`src/rtl/z80_pin_pkg.sv`:
```
// Shared phase encoding and pin/strobe bit positions for the Z80 pin sequencer.
package z80_pin_pkg;

    // Each name says what uo_out carries while that phase is current.
    typedef enum logic [1:0] {
        PH_ALO  = 2'd1,
        PH_AHI  = 2'd2,
        PH_CTL  = 2'd3,
        PH_SNAP = 2'd0
    } phase_t;

    localparam int CTRL_M1    = 0;
    localparam int CTRL_MREQ  = 1;
    localparam int CTRL_IORQ  = 2;
    localparam int CTRL_RD    = 3;
    localparam int CTRL_WR    = 4;
    localparam int CTRL_RFSH  = 5;
    localparam int CTRL_HALT  = 6;
    localparam int CTRL_BUSAK = 7;

    localparam int UI_WAIT  = 0;
    localparam int UI_INT   = 1;
    localparam int UI_NMI   = 2;
    localparam int UI_BUSRQ = 3;
    localparam int UI_RESET = 4;

    localparam logic [7:0] CTRL_RESET = 8'hFF;

endpackage

```
`src/rtl/z80_reset_stretch.sv`:
```
// Holds the core in reset for RST_HOLD T-states after rst_n or a sampled external reset.
module z80_reset_stretch #(
    parameter int RST_HOLD = 3
) (
    input  logic clk,
    input  logic rst_n,
    input  logic ena,
    input  logic cen,
    input  logic load,
    output logic cpu_reset_n
);
    import z80_pin_pkg::*;

    localparam int W = (RST_HOLD < 1) ? 1 : $clog2(RST_HOLD + 1);
    localparam logic [W-1:0] HOLD = W'(RST_HOLD);

    logic [W-1:0] cnt;
    logic [W-1:0] cnt_d;

    // Load wins over decrement so a held external reset keeps the count pinned.
    always_comb begin
        cnt_d = cnt;
        if (ena) begin
            if (load) begin
                cnt_d = HOLD;
            end else if (cen && (cnt != '0)) begin
                cnt_d = cnt - 1'b1;
            end
        end
    end

    // Registering from the next count lets reset release on the final cen edge.
    always_ff @(posedge clk or negedge rst_n) begin
        if (!rst_n) begin
            cnt         <= HOLD;
            cpu_reset_n <= 1'b0;
        end else begin
            cnt         <= cnt_d;
            cpu_reset_n <= (cnt_d == '0);
        end
    end

endmodule

```
`src/rtl/z80_pin_sequencer.sv`:
```
// Multiplexes the Z80 core bus onto the TinyTapeout pins over a four-clock T-state
// and paces the core with a one-clock enable per T-state.
module z80_pin_sequencer #(
    parameter int RST_HOLD = 3
) (
    input  logic        clk,
    input  logic        rst_n,
    input  logic        ena,
    input  logic [7:0]  ui_in,
    output logic [7:0]  uo_out,
    input  logic [7:0]  uio_in,
    output logic [7:0]  uio_out,
    output logic [7:0]  uio_oe,
    output logic        cpu_cen,
    output logic        cpu_reset_n,
    input  logic [15:0] cpu_addr,
    input  logic [7:0]  cpu_dout,
    input  logic [7:0]  cpu_ctrl_n,
    output logic [7:0]  cpu_din,
    output logic        cpu_wait_n,
    output logic        cpu_int_n,
    output logic        cpu_nmi_n,
    output logic        cpu_busrq_n
);
    import z80_pin_pkg::*;

    phase_t      ph;
    phase_t      ph_d;
    logic [15:0] snap_addr;
    logic [7:0]  snap_dout;
    logic [7:0]  snap_ctrl;
    logic        ext_reset_n;
    logic        unused_ui;

    assign unused_ui = &{1'b0, ui_in[7:5]};

    always_comb begin
        ph_d = ph;
        if (ena) begin
            case (ph)
                PH_SNAP: ph_d = PH_ALO;
                PH_ALO:  ph_d = PH_AHI;
                PH_AHI:  ph_d = PH_CTL;
                PH_CTL:  ph_d = PH_SNAP;
                default: ph_d = PH_SNAP;
            endcase
        end
    end

    always_ff @(posedge clk or negedge rst_n) begin
        if (!rst_n) begin
            ph <= PH_SNAP;
        end else begin
            ph <= ph_d;
        end
    end

    always_ff @(posedge clk or negedge rst_n) begin
        if (!rst_n) begin
            snap_addr   <= 16'h0000;
            snap_dout   <= 8'h00;
            snap_ctrl   <= CTRL_RESET;
            uo_out      <= 8'hFF;
            cpu_din     <= 8'h00;
            cpu_wait_n  <= 1'b1;
            cpu_int_n   <= 1'b1;
            cpu_nmi_n   <= 1'b1;
            cpu_busrq_n <= 1'b1;
            ext_reset_n <= 1'b1;
        end else if (ena) begin
            case (ph)
                PH_SNAP: begin
                    snap_addr <= cpu_addr;
                    snap_dout <= cpu_dout;
                    snap_ctrl <= cpu_ctrl_n;
                    // Same value the snapshot is taking on this edge.
                    uo_out    <= cpu_addr[7:0];
                end
                PH_ALO: uo_out <= snap_addr[15:8];
                PH_AHI: uo_out <= snap_ctrl;
                PH_CTL: begin
                    uo_out <= snap_ctrl;
                    if (!snap_ctrl[CTRL_RD]) begin
                        cpu_din <= uio_in;
                    end
                    cpu_wait_n  <= ui_in[UI_WAIT];
                    cpu_int_n   <= ui_in[UI_INT];
                    cpu_nmi_n   <= ui_in[UI_NMI];
                    cpu_busrq_n <= ui_in[UI_BUSRQ];
                    ext_reset_n <= ui_in[UI_RESET];
                end
                default: uo_out <= snap_ctrl;
            endcase
        end
    end

    assign uio_out = snap_dout;
    // ph0/ph1 leave the bus undriven so board and core can turn it around.
    assign uio_oe  = (ena && (ph == PH_AHI || ph == PH_CTL) && !snap_ctrl[CTRL_WR]) ? 8'hFF : 8'h00;
    assign cpu_cen = ena && (ph == PH_CTL);

    z80_reset_stretch #(
        .RST_HOLD(RST_HOLD)
    ) u_reset_stretch (
        .clk        (clk),
        .rst_n      (rst_n),
        .ena        (ena),
        .cen        (cpu_cen),
        .load       (!ext_reset_n),
        .cpu_reset_n(cpu_reset_n)
    );

endmodule

```
`config.mk`:
```
export PLATFORM = sky130hd
export DESIGN_NAME = z80_pin_sequencer
export DESIGN_NICKNAME = d
export VERILOG_FILES = /design/src/rtl/z80_pin_pkg.sv /design/src/rtl/z80_reset_stretch.sv /design/src/rtl/z80_pin_sequencer.sv
export SDC_FILE = /design/constraint.sdc
export NUM_CORES = 1
export LEC_CHECK = 0
export CORE_ASPECT_RATIO = 1.25
export CORE_UTILIZATION = 43
export CTS_CLUSTER_SIZE = 28
export DETAILED_ROUTE_END_ITERATION = 10
export GPL_TIMING_DRIVEN = 1
export PLACE_DENSITY_LB_ADDON = 0.1
export SKIP_CTS_REPAIR_TIMING = 1
export SYNTH_ARGS = -nofsm -noshare
export SYNTH_HDL_FRONTEND = slang
export SYNTH_SLANG_ARGS = --single-unit
```
`constraint.sdc`:
```
create_clock -name clk -period 2.6 [get_ports clk]
set_input_delay 0.52 -clock clk [delete_from_list [all_inputs] [get_ports clk]]
set_output_delay 0.52 -clock clk [all_outputs]
set_load 0.05 [all_outputs]
```
==> summary.md <==
| Metric | Value |
|---|---|
| Hold Vio Cnt, Final | `0` |
| Hold slack | `0.338 ns` |
| Post-synth ARST share | `1.00` |
| Final GP Congestion | `around 0.67` |
| Ys Warns | `0` |
| Crit end category | `output pin` |
| Syn Nets | `213` |
| Comb power frac | `0.551` |
| WL per Instance | `16.0 µm` |
| CTS H-tree depth | `2` |
| Via Count | `around 1500` |
| RSZ-0062 raised after global routing | `false` |
| Starting Density | `0.456` |
| TritonCTS buffer count | `5` |
| Worst-case clock buffer depth | `2` |
| WS Path Type | `flop to output pin` |
| FP Rows | `28` |
| Drt pass-1 iters | `4` |
| Sequential Power Share | `0.326` |
| Pint | `2.69 mW` |
| Clk root buf | `clkbuf_8` |
| Pleak | `1.40 nW` |
| Mapped Area | `0.00219 mm²` |
| Number of global-route vias before repair | `1603` |
| Share of cells above drive strength 1 | `0.353` |
| Die ar. | `between 0.005 and 0.006 mm²` |
| Worst-path clk slew | `0.10 ns` |
| Placed Instances | `290` |
| Leading area contributor after synthesis | `dfrtp_1` |
| Clock skew | `0.0133 ns` |
| Mapped Cells | `roughly 160` |
| Switching power | `1.98 mW` |
| Width of the die | `65.8 µm` |
| Net total in the final layout | `294` |
| Critical path required time | `2.08 ns` |
| # diodes | `0` |
| Skew-Pair Late Insertion Delay | `slightly above 0.3 ns` |
| I/O Buffers | `85` |
| Maximum achievable frequency | `407 MHz` |
| Startpoint types | `flop` |
| Drt via density | `5.08` |
| Least-Margin Pin Slew | `0.901 ns` |
| Worst vdd ir | `796 µV` |
| Status | `finished, final reports clean` |
| EDFF count, synth | `0` |
| Top_reg_cell synth | `dfrtp_1` |
| Slew Viols, Final | `0` |
| Worst reg-to-reg setup slack | `0.89 ns` |
| Synthesized flop and latch total | `50` |
| Pwr Density | `1430 mW/mm²` |
| Post-DP HPWL | `about 3600 µm` |
| First-pass GRT wire length | `7450 µm` |
| Post-DRT Antenna Nets | `0` |
| GRT overflow | `0` |
| Seq/Total Area, Yosys | `0.585` |
| Finished Layout Cells | `about 300` |
| HP Class | `input port to async pin` |
| Synth cell types | `26` |
| Tmin final | `2.46 ns` |
| Area growth, synth to finish | `49.1%` |
| Commonest non-fill, non-tap cell in the layout | `clkdlybuf4s50_1` |
| Synth top area cells | `dfrtp_1, dfstp_2, mux2_2` |
| CP max FO | `9` |
| Setup TNS | `0 ns` |
| Clock tree sinks | `50` |
| DRT iter0 DRCs | `68` |
| Gr usage total | `0.189` |
| Period Utilization, post-route | `0.946` |
| Most frequent cells in the layout | `clkdlybuf4s50_1, mux2_2, dfrtp_1, dfstp_2, buf_12` |
| Arr. time, crit path | `1.94 ns` |
| Slew HR | `0.399` |
| Ports | `89` |
| Switching share of power | `0.424` |
| Initial antenna violation count | `0` |
| # Max-Cap Violations | `0` |
| Vert. Die Dim | `81.8 µm` |
| Final WL | `4780 µm` |
| Final setup viols | `0` |
| CTS tree | `built` |
| Largest net degree at the start of global routing | `44` |
| Syn avg cell area | `14.0 µm²` |
| Core area | `0.00480 mm²` |
| DRC viols | `0` |
| Post-synth top area share | `0.309` |
| Clock share of power | `0.123` |
## logic make-up (layout without fill, tap and decap cells)
logic type / Yosys count / in the layout / share of synthesized area
compound gates: 20 / 20 / 0.0669
xor+xnor: 1 / 1 / 0.00400
fa+ha+maj: 6 / 6 / 0.0343
buf+inv: 20 / 102 / 0.0543
flops: 50 / 50 / 0.585
mux: 37 / 37 / 0.204
simple gates: 22 / 22 / 0.0515
## power by group through the flow
stage | sequential (mW) | clock [mW] | combinational (mW)
after global placement | 1.50 | 0 | 2.53
after CTS | 1.52 | 0.594 | 2.60
after detailed placement | 1.53 | 0 | 2.59
final | 1.52 | 0.575 | 2.57
after global routing | 1.57 | 0.623 | 2.70
after floorplan | 2.30 | 0 | 0.936
## metal layers
layer | vias up | track usage | routed length [µm]
met5 | - | 0 | 0
met1 | 754 | 0.199 | 1770
li1 | 704 | - | -
met2 | 49 | 0.351 | 2680
met3 | 6 | 0.0500 | 249
met4 | 0 | 0.0783 | 78
## cell type report
type,count,area (µm²)
Tap cell,60,75.1
Multi-Input combinational cell,86,790
Clock buffer,6,82.6
Clock inverter,2,38.8
Inverter,5,18.8
Sequential cell,50,1280
Fill cell,334,1540
Timing Repair Buffer,89,978
## state kept, by name (all words and copies together), names as in the netlist
register / flops
cpu_int_n: 1
ext_reset_n: 1
cpu_nmi_n: 1
cpu_din: 8
ph: 2
snap_ctrl: 8
uo_out: 8
cpu_busrq_n: 1
u_reset_stretch.cpu_reset_n: 1
uio_out: 8
u_reset_stretch.cnt: 2
cpu_wait_n: 1
snap_addr: 8
## cell usage after synthesis (4+ instances only)
library cell	count
dfrtp_1	27
clkbuf_1	4
nand2_1	5
buf_4	7
mux2_2	29
mux2_4	8
ha_1	6
inv_1	5
nor2_1	8
a221oi_1	8
o22ai_1	8
dfstp_2	23
## worst paths after layout
path	start	end	cells after the start
setup / recovery	ph[0]	uio_oe[7]	5
min in group clk	uio_out[6]	uio_out[6]	1
max in group asynchronous	rst_n	cpu_din[0]	2
hold / removal	rst_n	ph[0]	1
hold reg to reg	uio_out[6]	uio_out[6]	1
setup reg to reg	ph[0]	cpu_din[2]	4
## critical path, stage by stage (launching register included)
cell and delay, ns:
dfrtp_1 0.42, ha_1 0.26, or2_2 0.41, and3b_1 0.23
buf_12 0.16, buf_12 0.15
## metrics by stage
| stage | worst slack, ns | instance area, µm² | util | total power, mW |
|---|---|---|---|---|
| 3_5_place_dp | 0.346 | 3140 | 0.655 | 4.13 |
| 2_1_floorplan | 0.185 | 2190 | - | 3.24 |
| 4_1_cts | 0.117 | 3260 | 0.680 | 4.72 |
| 5_1_grt | 0.0549 | 3260 | 0.680 | 4.89 |
| 6_report | 0.141 | 3260 | 0.680 | 4.67 |
| 3_3_place_gp | 0.375 | 3140 | 0.655 | 4.03 |
Power figures use the tool's default switching activity.
